[src/rtl/spi_slave_receiver.sv]
// ============================================================================
// spi_slave_receiver : SPI receive endpoint, MSB first, valid/ready word output
// Revision 1.0
// ============================================================================
`default_nettype none

module spi_slave_receiver #(
  parameter int P_DATA_WIDTH    = 8,
  parameter int P_CS_POLAR      = 1,
  parameter int P_SAMPLE_RISING = 1,
  parameter int P_SYNC_STAGES   = 2
) (
  input  logic                    clk,
  input  logic                    a_rst,
  input  logic                    s_rst,
  input  logic                    sck,
  input  logic                    cs_n,
  input  logic                    mosi,
  output logic [P_DATA_WIDTH-1:0] data,
  output logic                    valid,
  input  logic                    ready,
  output logic                    busy,
  output logic                    overrun,
  output logic                    frame_err
);

  localparam int                c_CNT_W    = $clog2(P_DATA_WIDTH) + 1;
  localparam logic              c_CS_IDLE  = (P_CS_POLAR != 0);
  localparam logic              c_SCK_IDLE = (P_SAMPLE_RISING == 0);
  localparam logic [c_CNT_W-1:0] c_LAST    = c_CNT_W'(P_DATA_WIDTH - 1);

  logic [P_SYNC_STAGES-1:0] sck_sync_q, cs_sync_q, mosi_sync_q;
  logic                     sck_d_q;
  logic [P_DATA_WIDTH-1:0]  shreg_q, shreg_d;
  logic [c_CNT_W-1:0]       cnt_q, cnt_d;
  logic [P_DATA_WIDTH-1:0]  data_q, data_d;
  logic                     valid_q, valid_d;
  logic                     busy_q;
  logic                     overrun_q, overrun_d;
  logic                     frame_err_q, frame_err_d;

  logic                     w_sck_s, w_cs_s, w_mosi_s;
  logic                     w_edge, w_cs_act, w_done;
  logic [P_DATA_WIDTH-1:0]  w_word;

  // Synchronizers come out of reset at the idle line levels so no edge is seen.
  always_ff @(posedge clk or posedge a_rst) begin
    if (a_rst) begin
      sck_sync_q  <= {P_SYNC_STAGES{c_SCK_IDLE}};
      cs_sync_q   <= {P_SYNC_STAGES{c_CS_IDLE}};
      mosi_sync_q <= '0;
      sck_d_q     <= c_SCK_IDLE;
    end else if (s_rst) begin
      sck_sync_q  <= {P_SYNC_STAGES{c_SCK_IDLE}};
      cs_sync_q   <= {P_SYNC_STAGES{c_CS_IDLE}};
      mosi_sync_q <= '0;
      sck_d_q     <= c_SCK_IDLE;
    end else begin
      sck_sync_q  <= {sck_sync_q[P_SYNC_STAGES-2:0], sck};
      cs_sync_q   <= {cs_sync_q[P_SYNC_STAGES-2:0], cs_n};
      mosi_sync_q <= {mosi_sync_q[P_SYNC_STAGES-2:0], mosi};
      sck_d_q     <= w_sck_s;
    end
  end

  assign w_sck_s  = sck_sync_q[P_SYNC_STAGES-1];
  assign w_cs_s   = cs_sync_q[P_SYNC_STAGES-1];
  assign w_mosi_s = mosi_sync_q[P_SYNC_STAGES-1];
  assign w_edge   = (P_SAMPLE_RISING != 0) ? (w_sck_s & ~sck_d_q) : (~w_sck_s & sck_d_q);
  assign w_cs_act = (w_cs_s == ~c_CS_IDLE);
  assign w_word   = {shreg_q[P_DATA_WIDTH-2:0], w_mosi_s};
  // busy_q still high on the cycle cs drops, so a final edge landing there completes the word.
  assign w_done   = w_edge && (w_cs_act || busy_q) && (cnt_q == c_LAST);

  always_comb begin
    shreg_d     = shreg_q;
    cnt_d       = cnt_q;
    data_d      = data_q;
    valid_d     = valid_q;
    overrun_d   = 1'b0;
    frame_err_d = 1'b0;
    if (valid_q && ready) valid_d = 1'b0;
    if (w_done) begin
      cnt_d   = '0;
      shreg_d = w_cs_act ? w_word : '0;
      if (!valid_q || ready) begin
        data_d  = w_word;
        valid_d = 1'b1;
      end else begin
        overrun_d = 1'b1;
      end
    end else if (!w_cs_act) begin
      cnt_d       = '0;
      shreg_d     = '0;
      frame_err_d = busy_q && (cnt_q != '0);
    end else if (w_edge) begin
      shreg_d = w_word;
      cnt_d   = cnt_q + c_CNT_W'(1);
    end
  end

  always_ff @(posedge clk or posedge a_rst) begin
    if (a_rst) begin
      shreg_q     <= '0;
      cnt_q       <= '0;
      data_q      <= '0;
      valid_q     <= 1'b0;
      busy_q      <= 1'b0;
      overrun_q   <= 1'b0;
      frame_err_q <= 1'b0;
    end else if (s_rst) begin
      shreg_q     <= '0;
      cnt_q       <= '0;
      data_q      <= '0;
      valid_q     <= 1'b0;
      busy_q      <= 1'b0;
      overrun_q   <= 1'b0;
      frame_err_q <= 1'b0;
    end else begin
      shreg_q     <= shreg_d;
      cnt_q       <= cnt_d;
      data_q      <= data_d;
      valid_q     <= valid_d;
      busy_q      <= w_cs_act;
      overrun_q   <= overrun_d;
      frame_err_q <= frame_err_d;
    end
  end

  assign data      = data_q;
  assign valid     = valid_q;
  assign busy      = busy_q;
  assign overrun   = overrun_q;
  assign frame_err = frame_err_q;

endmodule

`default_nettype wire

[config.mk]
export PLATFORM = sky130hd
export DESIGN_NAME = spi_slave_receiver
export DESIGN_NICKNAME = d
export VERILOG_FILES = /design/src/rtl/spi_slave_receiver.sv
export SDC_FILE = /design/constraint.sdc
export NUM_CORES = 1
export LEC_CHECK = 0
export BUFFER_PORTS_ARGS = -buffer_cell sky130_fd_sc_hd__buf_2
export CORE_UTILIZATION = 50
export DETAILED_ROUTE_END_ITERATION = 10
export GPL_TIMING_DRIVEN = 0
export PLACE_DENSITY = 0.69
export SETUP_SLACK_MARGIN = 0.15
export SYNTH_ARGS = -nofsm -noshare
export SYNTH_HDL_FRONTEND = slang
export SYNTH_SLANG_ARGS = --single-unit
[constraint.sdc]
create_clock -name clk -period 3 [get_ports clk]
set_input_delay 0.6 -clock clk [delete_from_list [all_inputs] [get_ports clk]]
set_output_delay 0.6 -clock clk [all_outputs]
set_load 0.01 [all_outputs]
==> results.yml <==
run_status:
  outcome: "complete, no violations"
placed_design:
  place_congestion: 0.832
  place.port_buffers: 18
  place_area_um2: 1450
  post-dp-hpwl_um: 1470
synth:
  syn_area_per_cell_um2: 10.8
  synth_top_area_share_pct: 52.9
  ys.warnings.count: 0
  synth.distinct_cells: 25
  syn_inst: 123
  synth_largest_area_cell: "dfrtp_1"
  synth-seq-cells: 30
  netlist_top_cells_area: "dfrtp_1, nand2b_1, mux2i_1"
  yosysSeqAreaShare_pct: 56.9
  synth_nets: 132
  synth_area_um2: 1320
clock_network:
  cts_setup_buffers: 0
  cts_tree: "yes"
  htreeDepth: 2
  cts_buffer_depth: 2
  cts_hold_buffers: 0
  cts.sinks: 30
  clk_pin_slew_ps: 90
  cts_buffers: 5
  cts-resized-gates: 0
  clock_latency_ps: 320
  cts_root_buffer: "clkbuf_4"
sta:
  worst_pin_slew_ps: 1110
  finClkSkew_ps: 8.08
  rsz0062_at_grt: "no"
  tns_ps: 0
  setup_viol: 0
  slew_viol_final: 0
  hold_violations: 0
  fin_crit_sh_pct: 50.5
  period_minus_slack_ps: 1510
  max_slew_margin_pct: 26.2
  max_freq_mhz: 660
  whs_ps: 466
die:
  coreArea_um2: 2500
  io-pin-count: 19
  start_util_pct: 53.0
  rows: 18
  die_y_um: 53.5
  die-area_um2: 2860
  fp.dieW_um: 53.5
power_and_ir_drop:
  max-vdd-ir-drop_v: 0.000315
  switchingPower_w: 0.000145
  p_sw_share_pct: 22.2
  p_leak_nw: 0.709
  pwr-share-seq_pct: 62.9
  power.density_nw_per_um2: 437
  combPwrFrac_pct: 4.7
  p_clk_share_pct: 32.3
  internal_power_w: 0.000509
global_route:
  grt_remaining_overflow: 0
  antenna_found_initial: 0
  grt_max_degree: 31
  globalRouteTotalUtil_pct: 18.7
  grt_pass1_wl_um: 3620
  grt_pass1_vias: 852
worst_hold_path:
  hold_path.class: "input port to flip-flop"
  whs_path_depth: 2
routing:
  post_drt_wl_per_cell_um: 11.7
  vias: 862
  drt_first_pass_iters: 4
  drt_iter0_markers: 23
  ant_nets: 0
  vias_per_cell: 4.84
  drt_wl_total_um: 2090
  route.detailed.drc: 0
worst_setup_path:
  cp_max_fo: 8
  arrival_ps: 1760
  cp-end-kind: "flip-flop"
  criticalPathCategory: "flip-flop to flip-flop"
  required_ps: 3240
  r2r_cells: 5
  worst_setup_path_start_kind: "flip-flop"
layout:
  final_nets: 157
  drive_above_1_share_pct: 20.9
  final_cell_mix: "dfrtp_1, buf_2, nand2_1, nand2b_1, a21oi_1"
  mostFrequentLayoutCell: "dfrtp_1"
  n_antenna_cell: 0
  final_area_um2: 1500
  syn_to_final_growth_pct: 13.0
run:
  cap_viol_max_count: 0
[metrics by stage]
| stage | setup slack [ps] | util, % | power, W | std cells |
|---|---|---|---|---|
| after floorplan | 1620 | - | 0.000440 | 123 |
| after global placement | 1400 | 58.1 | 0.000451 | 171 |
| after detailed placement | 1330 | 58.1 | 0.000452 | 171 |
| after CTS | 1470 | 59.9 | 0.000669 | 178 |
| after global routing | 1350 | 59.9 | 0.000690 | 178 |
| final | 1490 | 59.9 | 0.000654 | 178 |
[worst max-delay path: stages (launching register included)]
cell	delay, ps
dfrtp_1	410
ha_1	260
nand3b_4	120
nor4b_4	290
buf_6	190
mux2i_1	190
[power by group through the flow]
stage / Combinational (W) / Sequential (W) / Clock, W
finish: 0.0000310 / 0.000412 / 0.000212
global route: 0.0000362 / 0.000412 / 0.000241
CTS: 0.0000322 / 0.000412 / 0.000225
detailed placement: 0.0000321 / 0.000420 / 0
global placement: 0.0000311 / 0.000419 / 0
floorplan: 0.0000213 / 0.000419 / 0
[worst paths after layout]
path	from	endpoint	slack [ps]
max	cnt_q[0]	data[0]	1490
min	cs_n	cs_sync_q[0]	470
max reg2reg	cnt_q[0]	data[0]	1490
min reg2reg	sck_sync_q[0]	sck_sync_q[1]	480
max in group asynchronous	a_rst	cnt_q[2]	1780
min in group asynchronous	a_rst	data[0]	550
[registers in the layout (all words and copies together), names as in the netlist, 2 cells and up]
register	flops
cnt_q	4
mosi_sync_q	2
sck_sync_q	2
cs_sync_q	2
shreg_q	7
data	8
[logic make-up (layout without fill, tap and decap cells)]
logic type      after synthesis  after routing  share of synthesized area (%)
simple gates                 58             58                           25.5
flops                        30             30                           56.9
compound gates               13             13                           5.20
buf+inv                      11             36                           3.78
mux                           8              8                           6.05
fa+ha+maj                     2              2                           1.89
xor+xnor                      1              1                          0.662
[synthesized netlist by cell type]
cell      count
nor2b_1       7
nand3_1       1
a21oi_1      11
xor2_1        1
o311ai_1      1
ha_1          2
nand3b_4      1
nor3_1        1
o21ai_0       1
buf_6         1
nor4b_4       1
or2_1         1
dfstp_2       2
and3_1        1
dfrtp_1      28
clkbuf_1      4
mux2i_1       8
inv_1         5
or2_2         2
nor2_1        3
or3_1         1
nand2_1      19
nand2b_1     19
buf_2         1
or4_1         1
[layer usage]
layer,vias up,routed length [µm],global-route usage (%)
met5,-,0,0
met3,5,66,6.03
met4,0,42,10.5
li1,447,-,-
met1,395,963,21.5
met2,15,1020,30.2
[final cells by class]
type	count	area [µm²]
multi-input combinational	82	520
tap	30	37.5
sequential	30	753
buffer	6	31.3
fill	206	1000
inverter	5	18.8
timing repair buffer	18	90.1
clock buffer	7	45.0
No activity file was read; power rests on OpenSTA's default activity.
